<file path="config.mk">
export PLATFORM = sky130hd
export DESIGN_NAME = note_sequencer
export DESIGN_NICKNAME = d
export VERILOG_FILES = /design/src/rtl/note_sequencer.sv
export SDC_FILE = /design/constraint.sdc
export NUM_CORES = 1
export LEC_CHECK = 0
export CAP_MARGIN = 20
export CORE_MARGIN = 5
export CORE_UTILIZATION = 50
export CTS_BUF_LIST = sky130_fd_sc_hd__clkbuf_16
export DETAILED_ROUTE_END_ITERATION = 6
export PLACE_DENSITY = 0.85
export SLEW_MARGIN = 10
export SYNTH_ARGS = -nofsm -noshare
export SYNTH_HDL_FRONTEND = slang
export SYNTH_SLANG_ARGS = --single-unit
</file>
<file path="constraint.sdc">
create_clock -name clk -period 3.06 [get_ports clk]
set_input_delay 0.306 -clock clk [delete_from_list [all_inputs] [get_ports clk]]
set_output_delay 0.306 -clock clk [all_outputs]
set_load 0.05 [all_outputs]
</file>
<file path="src/rtl/note_sequencer.sv">
// Table-driven melody player: walks {duration, note} entries of the selected song
// from a synchronous ROM, holding each note for a number of tempo steps.
module note_sequencer #(
    parameter int NOTE_W     = 8,
    parameter int DUR_W      = 4,
    parameter int IDX_W      = 6,
    parameter int SONG_W     = 2,
    parameter int STEP_TICKS = 1_000_000,
    parameter logic [(2**(SONG_W+IDX_W))*(DUR_W+NOTE_W)-1:0] ROM_IMAGE = '0
) (
    input  logic              clk,
    input  logic              rst_n,
    input  logic              start,
    input  logic              stop,
    input  logic              pause,
    input  logic              loop_en,
    input  logic              legato,
    input  logic [SONG_W-1:0] song_sel,
    output logic [NOTE_W-1:0] note,
    output logic              note_strobe,
    output logic              playing,
    output logic              done,
    output logic [IDX_W-1:0]  idx
);

    localparam int WORD_W = DUR_W + NOTE_W;
    localparam int ADDR_W = SONG_W + IDX_W;
    localparam int TICK_W = $clog2(STEP_TICKS);
    localparam logic [TICK_W-1:0] TICK_LAST = TICK_W'(STEP_TICKS - 1);
    localparam logic [IDX_W-1:0]  IDX_LAST  = {IDX_W{1'b1}};

    typedef enum logic [1:0] {
        ST_IDLE   = 2'd0,
        ST_FETCH  = 2'd1,
        ST_DECODE = 2'd2,
        ST_PLAY   = 2'd3
    } state_t;

    // Word i of the image sits at bit offset i*WORD_W.
    function automatic logic [WORD_W-1:0] rom_word(input logic [ADDR_W-1:0] addr);
        return ROM_IMAGE[addr*WORD_W +: WORD_W];
    endfunction

    state_t              state_r;
    logic [SONG_W-1:0]   song_r;
    logic [IDX_W-1:0]    idx_r;
    logic [DUR_W-1:0]    dur_cnt_r;
    logic [DUR_W-1:0]    len_r;
    logic [TICK_W-1:0]   tick_r;
    logic [NOTE_W-1:0]   note_r;
    logic                strobe_r;
    logic                playing_r;
    logic                done_r;
    logic [WORD_W-1:0]   rom_q_r;

    logic [ADDR_W-1:0]   rom_addr_s;
    logic [DUR_W-1:0]    rom_dur_s;
    logic [NOTE_W-1:0]   rom_note_s;
    logic                step_s;
    logic                at_end_s;

    assign rom_addr_s = {song_r, idx_r};
    assign rom_dur_s  = rom_q_r[WORD_W-1:NOTE_W];
    assign rom_note_s = rom_q_r[NOTE_W-1:0];
    assign step_s     = (state_r == ST_PLAY) && !pause && (tick_r == TICK_LAST);
    // End of song: either an explicit marker, or the last step of the last slot.
    assign at_end_s   = ((state_r == ST_DECODE) && (rom_dur_s == {DUR_W{1'b0}})) ||
                        (step_s && (dur_cnt_r == DUR_W'(1)) && (idx_r == IDX_LAST));

    // Synchronous ROM read, one cycle of latency.
    always_ff @(posedge clk or negedge rst_n) begin
        if (!rst_n) begin
            rom_q_r <= {WORD_W{1'b0}};
        end else begin
            rom_q_r <= rom_word(rom_addr_s);
        end
    end

    // Playback sequencer and registered outputs.
    always_ff @(posedge clk or negedge rst_n) begin
        if (!rst_n) begin
            state_r   <= ST_IDLE;
            song_r    <= {SONG_W{1'b0}};
            idx_r     <= {IDX_W{1'b0}};
            dur_cnt_r <= {DUR_W{1'b0}};
            len_r     <= {DUR_W{1'b0}};
            tick_r    <= {TICK_W{1'b0}};
            note_r    <= {NOTE_W{1'b0}};
            strobe_r  <= 1'b0;
            playing_r <= 1'b0;
            done_r    <= 1'b0;
        end else begin
            strobe_r <= 1'b0;
            done_r   <= 1'b0;
            if (stop) begin
                state_r   <= ST_IDLE;
                note_r    <= {NOTE_W{1'b0}};
                playing_r <= 1'b0;
                tick_r    <= {TICK_W{1'b0}};
            end else if (start) begin
                song_r    <= song_sel;
                idx_r     <= {IDX_W{1'b0}};
                tick_r    <= {TICK_W{1'b0}};
                playing_r <= 1'b1;
                state_r   <= ST_FETCH;
            end else if (at_end_s) begin
                if (loop_en) begin
                    idx_r   <= {IDX_W{1'b0}};
                    state_r <= ST_FETCH;
                end else begin
                    note_r    <= {NOTE_W{1'b0}};
                    done_r    <= 1'b1;
                    playing_r <= 1'b0;
                    state_r   <= ST_IDLE;
                end
            end else begin
                case (state_r)
                    ST_IDLE: begin
                        note_r    <= {NOTE_W{1'b0}};
                        playing_r <= 1'b0;
                    end
                    ST_FETCH: begin
                        state_r <= ST_DECODE;
                    end
                    ST_DECODE: begin
                        note_r    <= rom_note_s;
                        dur_cnt_r <= rom_dur_s;
                        len_r     <= rom_dur_s;
                        tick_r    <= {TICK_W{1'b0}};
                        strobe_r  <= 1'b1;
                        state_r   <= ST_PLAY;
                    end
                    ST_PLAY: begin
                        if (!pause) begin
                            if (tick_r == TICK_LAST) begin
                                tick_r <= {TICK_W{1'b0}};
                                if (dur_cnt_r > DUR_W'(1)) begin
                                    dur_cnt_r <= dur_cnt_r - DUR_W'(1);
                                    // Entering the final step: silence it unless legato.
                                    if ((dur_cnt_r == DUR_W'(2)) && !legato && (len_r >= DUR_W'(2))) begin
                                        note_r <= {NOTE_W{1'b0}};
                                    end else begin
                                        note_r <= note_r;
                                    end
                                end else begin
                                    idx_r   <= idx_r + IDX_W'(1);
                                    state_r <= ST_FETCH;
                                end
                            end else begin
                                tick_r <= tick_r + TICK_W'(1);
                            end
                        end else begin
                            tick_r <= tick_r;
                        end
                    end
                    default: begin
                        state_r <= ST_IDLE;
                    end
                endcase
            end
        end
    end

    assign note        = note_r;
    assign note_strobe = strobe_r;
    assign playing     = playing_r;
    assign done        = done_r;
    assign idx         = idx_r;

endmodule

</file>
==> results of run 1 <==
-- layout by cell type, fill, tap and decap left out, types with 6 or more instances in the layout --
| master | n |
|---|---|
| nand2_1 | 16 |
| ha_1 | 8 |
| xor2_1 | 14 |
| dfrtp_1 | 35 |
| o211ai_1 | 7 |
| nand3_1 | 8 |
| clkdlybuf4s50_1 | 14 |
| a21oi_1 | 6 |
| buf_4 | 6 |
| conb_1 | 9 |
| nor2_1 | 25 |
| o2111ai_1 | 6 |
| o21ai_0 | 12 |
| and3_1 | 7 |
-- cell families after synthesis --
group | count (synthesis) | synth area share
AOI/OAI and AO/OA | 45 | 0.1465
buffers and inverters | 20 | 0.05024
muxes | 2 | 0.009570
other | 1 | 0.001793
adders and majority gates | 8 | 0.04785
DFF | 35 | 0.4187
and+or+nand+nor | 95 | 0.2542
xor gates and xnor gates | 17 | 0.07118
-- layer usage --
metal / up-vias / global-route usage
met3: 7 / 0.03872
met4: 0 / 0.07510
met1: 828 / 0.2081
met5: - / 0
met2: 45 / 0.2878
li1: 835 / -
-- synthesized netlist by cell type, drive strengths merged --
master   number  area share
nand4b        1      0.0042
and4          2      0.0084
xnor2         3       0.013
a32oi         1      0.0042
clkbuf        6       0.011
nor3          5       0.012
ha            8       0.048
a22oi         1      0.0036
or3           2      0.0060
or2           1      0.0030
a31o          1      0.0042
o21ai        12       0.029
nand3         8       0.019
buf           9       0.031
mux2i         2      0.0096
and2          3      0.0096
xor2         14       0.059
nand2        16       0.029
a221oi        1      0.0042
nor4          3       0.012
nand2b        4       0.012
nor2b         4       0.012
nand4         5       0.015
o211ai        7       0.025
o21ba         1      0.0048
nor4b         1       0.011
nor3b         1      0.0036
and3          7       0.021
o31ai         4       0.014
o2111ai       6       0.025
nand4bb       1      0.0054
dfrtp        35        0.42
nand3b        3       0.011
or4b          1      0.0048
a21oi         6       0.014
a221o         1      0.0048
or4           2       0.011
inv           5      0.0090
nor2         25       0.045
conb          1      0.0018
a31oi         3      0.0090
o311ai        1      0.0042
-- sequential cells by signal, summed over array words and instances (netlist names) --
name	count
dur_cnt_r	4
tick_r	20
note_strobe	1
idx	6
done	1
playing	1
state_r	2
-- area by class of cell --
cell class              instances  area, sq um  area share
multi-input cells             176         1141      0.4663
clock buffers                   5        125.1     0.05112
inverters                       5        18.77    0.007669
repair buffers                 20        185.2     0.07566
clock inverters                 3        38.79     0.01585
flip-flops and latches         35        875.8      0.3579
well taps                      50        62.56     0.02556
-- metrics by stage --
stage / hold WS [ps] / power [mW] / setup WS [ps] / cells
after global placement: 493.0 / 0.5692 / 533.6 / 286
after detailed placement: 501.4 / 0.5712 / 459.8 / 286
after CTS: 460.6 / 1.140 / 458.0 / 294
final: 447.1 / 1.130 / 431.9 / 294
after global routing: 478.9 / 1.165 / 234.8 / 294
after floorplan: 10.41 / 0.5470 / 485.2 / 231
-- critical path: cells and delay by family (launching register included) --
family,cells,cell delay [ps]
and+or+nand+nor,3,480
buffers and inverters,1,210
DFF,1,410
adders and majority gates,1,340
AOI/OAI and AO/OA,3,1070
-- power by group --
group          total (mW)  switching [mW]  internal [mW]
logic              0.0924          0.0670         0.0254
clock network       0.567           0.187          0.379
registers           0.471         0.00365          0.467
-- how the worst max path moves through the flow --
stage / startpoint / end / slack [ps]
floorplan: tick_r[7] / idx[5] / 490
global placement: pause / idx[5] / 530
detailed placement: pause / idx[5] / 460
CTS: state_r[1] / tick_r[5] / 460
global route: state_r[1] / tick_r[7] / 230
finish: state_r[1] / tick_r[5] / 430
==> out/qor.yml, run 1 <==
setup_viol: 0
holdBufCountCts: 0
wl_met2_mm: 2.253
crit_slowest_cell: "a21oi_1"
place_congestion: 0.8309
die_area_sq_um: 5578
setup_tns_ps: 0
reg2reg_to: "tick_r[5]"
grt_max_degree: 36
crit_chain: "ha_1 -> nor2b_1 -> nand2b_1 -> a21oi_1 -> nor2_1 -> buf_4 -> o21ai_0 -> o31ai_1"
post-route-util: 0.6075
wl_met3_microns: 208
tightest_slew_ps: 1025
cts_resized: 0
relSlewSlack: 0.3166
synth_cell_types: 45
final_area_sq_um: 2447
powerDensity_nw_per_um2: 461.6
grt_overflow_total: 0
nFillCells: 337
clock-sinks: 35
die_y_microns: 74.69
antenna_found_initial: 0
finalNetCount: 260
cts_tree: "yes"
synthCells: 223
wl_per_cell_microns: 14.93
dp_hpwl_mm: 3.023
status: "complete, no violations"
hold_path.class: "input port to asynchronous set/reset pin"
hold_violations: 0
cp-start-kind: "flop"
crit_arrival_ps: 2790
yosys_warnings: 0
routed.top_layer: "met4"
max-cap-violations: 0
post_cts_buffers: 0
critical_path_required_ps: 3220
area.growth.synth_to_final_pct: 16.99
drtIter0Drc: 93
grt_usage: 0.1703
ff2ff_path_depth: 8
grt_pass1_wl_mm: 7.293
port_buffers: 14
r2r_slack_ps: 430
detail_route.vias_per_cell: 5.833
antenna_cells: 0
routed_wl_mm: 4.389
fp.dieW_microns: 74.69
timing.fmax_mhz: 380.5
critPathMaxStageDelay_ps: 800
synth_area_per_cell_sq_um: 9.381
drt-pass1-iter-count: 4
cts_max_level: 2
ant_nets: 0
ios: 26
root_buffer: "clkbuf_16"
period_share: 0.8589
initial_core_util: 0.5193
critical_path_class: "flop to flop"
netlist_area_sq_um: 2092
core_area_sq_um: 4029
grt_pass1_vias: 1608
maxSlewViolCount: 0
rsz0062_at_grt: "false"
met1Wirelength_mm: 1.850
path_max_fanout: 15
postPlaceCellArea_sq_um: 2283
vdd.ir_drop.worst_v: 0.0003380
synth-seq-cells: 35
finalClockSkew_ps: 5.686
worstSkewPairLatency_ps: 280
leakagePower_nw: 1.058
endpoint_kind: "flop"
drc: 0
cts_max_path_buffers: 2
clkSlewWorstSetupHoldPaths_ps: 60
ys_seq_area_frac: 0.4187
vias: 1715
period_minus_slack_ps: 2628
num_rows: 23
drive_gt1_frac: 0.08607
r2r-start: "state_r[1]"
numCtsBuffers: 5
Note: power is estimated with default switching activity, not from simulation.
==> run 2, diff against run 1 <==
--- a/config.mk
+++ b/config.mk
@@ -10,7 +10,7 @@
 export CORE_UTILIZATION = 50
 export CTS_BUF_LIST = sky130_fd_sc_hd__clkbuf_16
 export DETAILED_ROUTE_END_ITERATION = 6
-export PLACE_DENSITY = 0.85
+export PLACE_DENSITY = 0.88
 export SLEW_MARGIN = 10
 export SYNTH_ARGS = -nofsm -noshare
 export SYNTH_HDL_FRONTEND = slang
==> constraint.sdc (replaced) <==
create_clock -name clk -period 2.2 [get_ports clk]
set_input_delay 0.22 -clock clk [delete_from_list [all_inputs] [get_ports clk]]
set_output_delay 0.22 -clock clk [all_outputs]
set_load 0.05 [all_outputs]
==> out/qor.yml, run 2 (synthesis results as in run 1) <==
fin_ws_ps: -332.6
r2r-start: "tick_r[10]"
status: "finished with violations"
drt-pass1-iter-count: 4
cp-start-kind: "flop"
violations: "negative setup slack"
layout_common_cells: "buf_4, dfrtp_1, nor2_1, xor2_1, clkdlybuf4s50_1"
finalClockSkew_ps: 3.348
leakagePower_nw: 1.304
grt_overflow_total: 0
grt_pass1_vias: 1852
core_area_sq_um: 4029
powerDensity_nw_per_um2: 514.1
drive_gt1_frac: 0.2872
postPlaceCellArea_sq_um: 2474
hold_violations: 0
maxSlewViolCount: 0
cts_max_level: 2
wl_per_cell_microns: 16.49
grt_usage: 0.2007
endpoint_kind: "flop"
clockPowerShare: 0.450
final_common_cell: "buf_4"
vdd.ir_drop.worst_v: 0.0005195
p_sw_uw: 364.0
sw_frac_of_total: 0.2481
fp.dieW_microns: 74.69
critical_path_required_ps: 2360
setup_viol: 12
numCtsBuffers: 5
antenna_found_initial: 0
holdBufCountCts: 0
final_area_sq_um: 2854
path_common_cell: "or4_4"
reg2reg_to: "idx[4]"
critPathMaxStageDelay_ps: 560
crit_chain: "or4_4 -> or4_4 -> nor4b_4 -> buf_4 -> nand4_1 -> a31oi_1 -> o31ai_1"
cts_max_path_buffers: 2
regMostFlops: "tick_r"
area.growth.synth_to_final_pct: 36.42
crit_arrival_ps: 2690
cts_tree: "yes"
ant_nets: 0
path_max_fanout: 5
worstSkewPairLatency_ps: 280
routed_wl_mm: 5.476
crit_slowest_cell: "or4_4"
dp_hpwl_mm: 3.362
num_rows: 23
die_area_sq_um: 5578
relSlewSlack: 0.6562
holdWs_ps: 353.0
antenna_cells: 0
clock-sinks: 35
timing.fmax_mhz: 394.9
period_minus_slack_ps: 2533
largest_reg_flops: 20
die_y_microns: 74.69
max-cap-violations: 0
port_buffers: 14
detail_route.vias_per_cell: 5.828
post-route-util: 0.7084
critical_path_class: "flop to flop"
vias: 1935
root_buffer: "clkbuf_16"
ff2ff_path_depth: 7
internal_power_mw: 1.103
tightest_slew_ps: 514.1
rsz0062_at_grt: "true"
r2r_slack_ps: -330
hold_path.class: "input port to asynchronous set/reset pin"
initial_core_util: 0.5193
combPwrFrac: 0.103
period_share: 1.151
grt_max_degree: 36
grt_pass1_wl_mm: 8.459
endpoint: "idx[4]"
place_congestion: 0.8236
seqPwrFrac: 0.446
drc: 0
clkSlewWorstSetupHoldPaths_ps: 50
drtIter0Drc: 97
setup_tns_ps: -1973
setup.worst_path.start: "tick_r[10]"
ios: 26
finalNetCount: 299
## run 2: cell types whose count changed in the layout (fill, tap and decap cells not counted), sizes merged
cell / previous run / this run
buf: 6 / 45
bufinv: 1 / 0
## run 2: layer usage
layer  routed length (microns)  GRT usage  part of all wire
met5                         0          0                 0
met2                      3012     0.3620              0.55
met3                       214    0.05073             0.039
met1                      2171     0.2368              0.40
met4                        79    0.05534             0.014
## run 2: critical path, delay by kind of cell (launching register included)
kind                   cells  cell delay [ps]
and+or+nand+nor            4             1500
AOI/OAI and AO/OA          2              340
DFF                        1              390
buffers and inverters      1              190
## run 2: layout make-up
cell class	count	area, sq um
clock buffers	5	125.1
clock inverters	2	8.758
fillers	287	1175
inverters	5	18.77
multi-input cells	176	1277
flip-flops and latches	35	875.8
well taps	50	62.56
repair buffers	59	485.5
## run 2: repair_timing
item	in CTS	in global routing
pin swaps	7	12
resized for setup	20	14
endpoints found under the setup margin	14	32
buffers inserted	8	6
## run 2: power groups by stage
stage,Clock [mW],Combinational [mW],Sequential [mW]
finish,0.661,0.152,0.655
global route,0.698,0.164,0.655
CTS,0.667,0.144,0.655
detailed placement,0,0.139,0.666
global placement,0,0.136,0.665
floorplan,0,0.0880,0.673
## run 2: how the worst min path moves through the flow
stage / start / depth (start not counted) / slack, ps / end
after global placement: dur_cnt_r[3] / 1 / 500 / dur_cnt_r[3]
after detailed placement: dur_cnt_r[3] / 1 / 500 / dur_cnt_r[3]
after global routing: rst_n / 2 / 410 / idx[5]
final: rst_n / 2 / 350 / note_strobe
after floorplan: rst_n / 0 / -80 / done
after CTS: rst_n / 2 / 370 / idx[5]
## run 2: per-stage QoR
step / instances / power (mW) / setup WS, ps
final: 332 / 1.467 / -332.6
after global routing: 332 / 1.517 / -482.0
after CTS: 326 / 1.465 / -243.3
after detailed placement: 311 / 0.8045 / -245.0
after global placement: 311 / 0.8011 / -186.2
after floorplan: 231 / 0.7614 / -336.9
